--- src/rtl/sap_mem_pkg.sv ---
// rtl/sap_mem_pkg.sv - shared constants and loader state encoding for the SAP RAM interface
// Contents:
//   SAP_ADDR_W / SAP_DATA_W : default RAM geometry (16 x 8)
//   SAP_RAM_DEPTH           : number of RAM words
//   loader_state_t          : ram_loader FSM states, fixed encodings
package sap_mem_pkg;

    localparam int SAP_ADDR_W    = 4;
    localparam int SAP_DATA_W    = 8;
    localparam int SAP_RAM_DEPTH = 1 << SAP_ADDR_W;

    typedef enum logic [2:0] {
        ST_IDLE      = 3'd0,
        ST_WAIT_BYTE = 3'd1,
        ST_SETUP     = 3'd2,
        ST_STROBE    = 3'd3,
        ST_HOLD      = 3'd4,
        ST_RD_SETUP  = 3'd5,
        ST_RD_WAIT   = 3'd6,
        ST_DONE      = 3'd7
    } loader_state_t;

endpackage

--- src/rtl/ram_loader_strobe_timer.sv ---
// rtl/ram_loader_strobe_timer.sv - loadable down-counter timing the write strobe and read wait
// Ports:
//   clk, reset  : clock, asynchronous active-high reset
//   load        : start an interval of (load_value + 1) cycles
//   load_value  : interval length minus one
//   expire      : high during the final cycle of the interval
module strobe_timer #(
    parameter int CNT_W = 1
) (
    input  logic             clk,
    input  logic             reset,
    input  logic             load,
    input  logic [CNT_W-1:0] load_value,
    output logic             expire
);

    logic [CNT_W-1:0] count;
    logic             active;

    always_ff @(posedge clk or posedge reset) begin
        if (reset) begin
            count  <= '0;
            active <= 1'b0;
        end else if (load) begin
            count  <= load_value;
            active <= 1'b1;
        end else if (active) begin
            if (count == '0) begin
                active <= 1'b0;
            end else begin
                count <= count - 1'b1;
            end
        end
    end

    assign expire = active && (count == '0);

endmodule

--- src/rtl/ram_loader.sv ---
// rtl/ram_loader.sv - streams bytes into consecutive SAP RAM addresses with setup/strobe/hold timing
// Optional read-back verify: define RAM_LOADER_VERIFY_EN.
// Ports:
//   clk, reset            : clock, asynchronous active-high reset
//   start, length         : begin a load of min(length, depth) words
//   in_data/in_valid/in_ready : byte stream handshake
//   mem_address, mem_data : RAM address and write data
//   mem_write_enable_n    : RAM write strobe, active low
//   mem_enable_n          : RAM output enable, active low (verify only)
//   mem_bus_in            : RAM read bus, carries the inverted stored word
//   busy, done            : load in progress, one-cycle completion pulse
//   checksum              : modular sum of bytes written by the last load
//   verify_error          : read-back sum differed from checksum
module ram_loader
    import sap_mem_pkg::*;
#(
    parameter int ADDR_W    = SAP_ADDR_W,
    parameter int DATA_W    = SAP_DATA_W,
    parameter int WE_PULSE  = 1,
    parameter int READ_WAIT = 1
) (
    input  logic              clk,
    input  logic              reset,
    input  logic              start,
    input  logic [ADDR_W:0]   length,
    input  logic [DATA_W-1:0] in_data,
    input  logic              in_valid,
    output logic              in_ready,
    output logic [ADDR_W-1:0] mem_address,
    output logic [DATA_W-1:0] mem_data,
    output logic              mem_write_enable_n,
    output logic              mem_enable_n,
    input  logic [DATA_W-1:0] mem_bus_in,
    output logic              busy,
    output logic              done,
    output logic [DATA_W-1:0] checksum,
    output logic              verify_error
);

    localparam logic [ADDR_W:0] DEPTH = {1'b1, {ADDR_W{1'b0}}};
    localparam int TMR_MAX = (WE_PULSE > READ_WAIT) ? WE_PULSE : READ_WAIT;
    localparam int TMR_W   = $clog2(TMR_MAX + 1);

    loader_state_t     state;
    logic [ADDR_W-1:0] addr_q;
    logic [DATA_W-1:0] data_q;
    logic [DATA_W-1:0] sum_q;
    logic [ADDR_W:0]   n_q;
    logic [ADDR_W:0]   widx;
    logic [ADDR_W:0]   widx_next;
    logic              tmr_load;
    logic [TMR_W-1:0]  tmr_value;
    logic              tmr_expire;

    assign widx_next = widx + 1'b1;

    // One timer serves both the write strobe and the read wait; the two
    // intervals never overlap, so the load value is chosen by state.
    assign tmr_load  = (state == ST_SETUP) || (state == ST_RD_SETUP);
    assign tmr_value = (state == ST_SETUP) ? TMR_W'(WE_PULSE - 1) : TMR_W'(READ_WAIT - 1);

    strobe_timer #(
        .CNT_W(TMR_W)
    ) u_timer (
        .clk       (clk),
        .reset     (reset),
        .load      (tmr_load),
        .load_value(tmr_value),
        .expire    (tmr_expire)
    );

`ifdef RAM_LOADER_VERIFY_EN
    logic [DATA_W-1:0] rsum_q;
    logic [DATA_W-1:0] rsum_next;
    logic              verr_q;

    // The RAM returns the complement of the stored word.
    assign rsum_next = rsum_q + ~mem_bus_in;
`else
    logic unused_bus;
    assign unused_bus = ^mem_bus_in;
`endif

    always_ff @(posedge clk or posedge reset) begin
        if (reset) begin
            state  <= ST_IDLE;
            addr_q <= '0;
            data_q <= '0;
            sum_q  <= '0;
            n_q    <= '0;
            widx   <= '0;
`ifdef RAM_LOADER_VERIFY_EN
            rsum_q <= '0;
            verr_q <= 1'b0;
`endif
        end else begin
            case (state)
                ST_IDLE: begin
                    if (start) begin
                        n_q    <= (length > DEPTH) ? DEPTH : length;
                        addr_q <= '0;
                        widx   <= '0;
                        sum_q  <= '0;
`ifdef RAM_LOADER_VERIFY_EN
                        rsum_q <= '0;
                        verr_q <= 1'b0;
`endif
                        state  <= (length == '0) ? ST_DONE : ST_WAIT_BYTE;
                    end
                end
                ST_WAIT_BYTE: begin
                    if (in_valid) begin
                        data_q <= in_data;
                        sum_q  <= sum_q + in_data;
                        state  <= ST_SETUP;
                    end
                end
                ST_SETUP: begin
                    state <= ST_STROBE;
                end
                ST_STROBE: begin
                    if (tmr_expire) begin
                        state <= ST_HOLD;
                    end
                end
                ST_HOLD: begin
                    // Counting words rather than comparing addresses lets a
                    // full-depth load finish without wrapping back to 0.
                    if (widx_next == n_q) begin
`ifdef RAM_LOADER_VERIFY_EN
                        widx   <= '0;
                        addr_q <= '0;
                        state  <= ST_RD_SETUP;
`else
                        state  <= ST_DONE;
`endif
                    end else begin
                        widx   <= widx_next;
                        addr_q <= addr_q + 1'b1;
                        state  <= ST_WAIT_BYTE;
                    end
                end
`ifdef RAM_LOADER_VERIFY_EN
                ST_RD_SETUP: begin
                    state <= ST_RD_WAIT;
                end
                ST_RD_WAIT: begin
                    if (tmr_expire) begin
                        rsum_q <= rsum_next;
                        addr_q <= addr_q + 1'b1;
                        widx   <= widx_next;
                        if (widx_next == n_q) begin
                            verr_q <= (rsum_next != sum_q);
                            state  <= ST_DONE;
                        end else begin
                            state  <= ST_RD_SETUP;
                        end
                    end
                end
`endif
                ST_DONE: begin
                    state <= ST_IDLE;
                end
                default: begin
                    state <= ST_IDLE;
                end
            endcase
        end
    end

    // Strobes decode straight from state so reset releases them at once.
    assign in_ready           = (state == ST_WAIT_BYTE);
    assign mem_address        = addr_q;
    assign mem_data           = data_q;
    assign mem_write_enable_n = (state != ST_STROBE);
    assign busy               = (state != ST_IDLE) && (state != ST_DONE);
    assign done               = (state == ST_DONE);
    assign checksum           = sum_q;

`ifdef RAM_LOADER_VERIFY_EN
    assign mem_enable_n = !((state == ST_RD_SETUP) || (state == ST_RD_WAIT));
    assign verify_error = verr_q;
`else
    assign mem_enable_n = 1'b1;
    assign verify_error = 1'b0;
`endif

endmodule

--- config.mk ---
export PLATFORM = sky130hd
export DESIGN_NAME = ram_loader
export DESIGN_NICKNAME = d
export VERILOG_FILES = /design/src/rtl/sap_mem_pkg.sv /design/src/rtl/ram_loader_strobe_timer.sv /design/src/rtl/ram_loader.sv
export SDC_FILE = /design/constraint.sdc
export NUM_CORES = 1
export LEC_CHECK = 0
export BUFFER_PORTS_ARGS = -buffer_cell sky130_fd_sc_hd__buf_2
export CELL_PAD_IN_SITES_DETAIL_PLACEMENT = 2
export CELL_PAD_IN_SITES_GLOBAL_PLACEMENT = 2
export CORE_MARGIN = 3
export CORE_UTILIZATION = 31
export DETAILED_ROUTE_END_ITERATION = 8
export GPL_TIMING_DRIVEN = 0
export PLACE_DENSITY = 0.89
export SYNTH_ARGS = -nofsm -noshare
export SYNTH_HDL_FRONTEND = slang
export SYNTH_SLANG_ARGS = --single-unit
--- constraint.sdc ---
create_clock -name clk -period 2.6 [get_ports clk]
set_input_delay 0 -clock clk [delete_from_list [all_inputs] [get_ports clk]]
set_output_delay 0 -clock clk [all_outputs]
set_load 0.05 [all_outputs]
==> impl_metrics.env <==
export IMPL_drt_total_wl_um=6700
export IMPL_crit_path_start_kind="register"
export IMPL_clk_pin_slew_ns=0.08
export IMPL_grt_max_degree=19
export IMPL_firstDrtPassIters=4
export IMPL_maxCapViolations=0
export IMPL_grt_setup_unrepaired="false"
export IMPL_p_per_area_nw_per_um2=1290
export IMPL_hold_violations=0
export IMPL_crit_required_ns=2.78
export IMPL_max_freq_mhz=430
export IMPL_clock_latency_ns=0.30
export IMPL_yosysUniqueCellTypes=48
export IMPL_cts_buffers=5
export IMPL_numClockSinks=34
export IMPL_coreArea_um2=6390
export IMPL_synth_area_top_cells="dfrtp_1, nand2_1, ha_1, o21ai_0, a21oi_1"
export IMPL_clock_path_buffers=2
export IMPL_critical_path_class="register to register"
export IMPL_post_synth_top_area_fraction_pct=41.2
export IMPL_ctsResizeCount=0
export IMPL_die_h_um=87.6
export IMPL_period_needed_ns=2.33
export IMPL_numPortBuffers=40
export IMPL_fin_area_um2=2590
export IMPL_place_hpwl_um=4730
export IMPL_yosys_top_cells_count="nand2_1, dfrtp_1, o21ai_0"
export IMPL_cts_root_buffer="clkbuf_8"
export IMPL_io_pins=51
export IMPL_hold_path_class="input port to register"
export IMPL_fin_nets=326
export IMPL_postPlaceCellArea_um2=2390
export IMPL_synth_nets=267
export IMPL_tns_ns=0
export IMPL_yosysWarnings=0
export IMPL_row_count=29
export IMPL_drv_slew=0
export IMPL_drive_above_1_share_pct=19.5
export IMPL_drtIter0Drc=48
export IMPL_synthArstFlopShare_pct=100
export IMPL_yosys_area_top_type="dfrtp_1"
export IMPL_vias=2004
export IMPL_synthCells=232
export IMPL_period_share_pct=89.4
export IMPL_finClkSkew_ns=0.0129
export IMPL_postRouteAntennaNets=0
export IMPL_n_fill_cell=731
export IMPL_routabilityCongestion=0.780
export IMPL_cts_tree="yes"
export IMPL_ys_seq_area_share_pct=41.2
export IMPL_grt_ovfl_total=0
export IMPL_p_leak_nw=1.22
export IMPL_synth_edf_count=0
export IMPL_seq_area_um2=851
export IMPL_n_antenna_cell=0
export IMPL_grt_use_total_pct=19.4
export IMPL_worstPathArrival_ns=2.51
export IMPL_htreeDepth=2
export IMPL_synth_top_flop_cell="dfrtp_1"
export IMPL_syn_area_um2=2060
export IMPL_worst_pin_slew_ns=0.826
export IMPL_area_delta_synth_final_pct=25.5
export IMPL_drcViolationCount=0
export IMPL_synthMostInstantiatedCell="nand2_1"
export IMPL_grt_pass1_wl_um=11400
export IMPL_yosys_register_bits=34
export IMPL_die_area_um2=7670
export IMPL_die_w_um=87.6
export IMPL_outcome="finished clean"
export IMPL_grt_pass1_vias=2227
export IMPL_multi_input_area_um2=1130
export IMPL_antenna_found_initial=0
export IMPL_peakVddDrop_uv=555
export IMPL_crit_path_end_kind="register"
export IMPL_initial_core_util_pct=32.3
export IMPL_post_cts_setup_buffers=0
export IMPL_vias_per_cell=5.43
export IMPL_worstPathMaxFanout=10
export IMPL_setup_violations=0
export IMPL_avgSynthCellArea_um2=8.90
export IMPL_relSlewSlack_pct=44.9
export IMPL_wl_per_cell_um=18.2
export IMPL_ctsHoldBuffers=11
==> area by class of cell <==
cell class | instances | area share [%]
Buffer | 13 | 2.56
Clock buffer | 7 | 3.33
Clock inverter | 1 | 0.193
Inverter | 4 | 0.580
Multi-Input combinational cell | 181 | 43.7
Sequential cell | 34 | 32.9
Tap cell | 77 | 3.72
Timing Repair Buffer | 52 | 13.0
==> path summary, 6_finish.rpt <==
path / start / end / slack, ns / cells after the start
max: widx[0] / mem_address[2] / 0.27 / 7
min: length[2] / n_q[2] / 0.03 / 3
max reg2reg: widx[0] / mem_address[2] / 0.27 / 7
min reg2reg: mem_data[5] / mem_data[5] / 0.49 / 2
max in group asynchronous: reset / checksum[7] / 1.61 / 4
min in group asynchronous: reset / checksum[0] / 0.41 / 3
==> critical path, stage by stage (launching register included) <==
cell and delay (ns):
dfrtp_1 0.44, ha_1 0.33, nor2b_1 0.11, or3_1 0.38
a311oi_2 0.32, buf_6 0.19, mux2i_1 0.07, or3_1 0.36
==> power breakdown <==
part | leakage (nW) | internal, mW | switching, mW
registers | 0.429 | 0.758 | 0.206
logic | 0.745 | 0.614 | 1.34
clock network | 0.0482 | 0.214 | 0.211
total | 1.22 | 1.59 | 1.76
==> cell families after synthesis <==
kind of cell / after synthesis / synth area share, %
multiplexers: 4 / 2.06
XOR/XNOR: 8 / 3.39
flip-flops: 34 / 41.2
buffers and inverters: 17 / 3.94
other: 2 / 0.364
adder cells (fa/ha/maj): 10 / 6.42
AO/OA/AOI/OAI: 61 / 19.4
AND/OR/NAND/NOR: 96 / 23.2
==> routing by layer <==
| layer | vias to the layer above | GRT usage [%] | routed length, um |
|---|---|---|---|
| li1 | 945 | - | - |
| met1 | 1025 | 23.4 | 2900 |
| met2 | 29 | 34.5 | 3510 |
| met3 | 5 | 4.52 | 210 |
| met4 | 0 | 5.16 | 78 |
| met5 | - | 0 | 0 |
==> flip-flops by register name (all words and copies together), names as in the netlist <==
signal	count
u_timer.active	1
state	3
mem_address	4
checksum	8
widx	5
n_q	5
mem_data	8
==> through the flow <==
step / hold slack [ns] / power [mW] / util [%] / setup slack, ns / instances
after floorplan: 0.105 / 2.38 / - / 0.0270 / 232
after global placement: 0.213 / 2.79 / 37.0 / 0.349 / 349
after detailed placement: 0.191 / 2.90 / 37.4 / 0.291 / 350
after CTS: 0.00693 / 3.35 / 40.6 / 0.275 / 369
after global routing: 0.0194 / 3.62 / 40.6 / 0.0814 / 369
final: 0.0278 / 3.34 / 40.6 / 0.275 / 369
==> placed cells by master, fill, tap and decap left out, types with 2 or more instances in the layout <==
master,count
a221o_1,2
nand2_1,44
o311ai_0,2
nand3_1,8
o211ai_1,5
or3_1,2
inv_1,4
clkbuf_8,6
nor2_1,7
nor2b_1,3
a22o_1,2
xnor2_1,5
ha_1,9
xor2_1,3
o21bai_1,2
dfrtp_1,34
buf_2,42
nor3b_1,5
a31oi_1,2
buf_4,2
and2_1,2
a21oi_1,13
o21ai_0,18
a211oi_1,4
dlygate4sd3_1,11
and3_1,7
nand4b_1,2
mux2i_1,2
o22a_1,2
nor3_1,4
nand2b_1,5
conb_1,2
a21o_1,3
clkbuf_1,9
mux2_2,2
No activity file was read; power rests on OpenSTA's default activity.
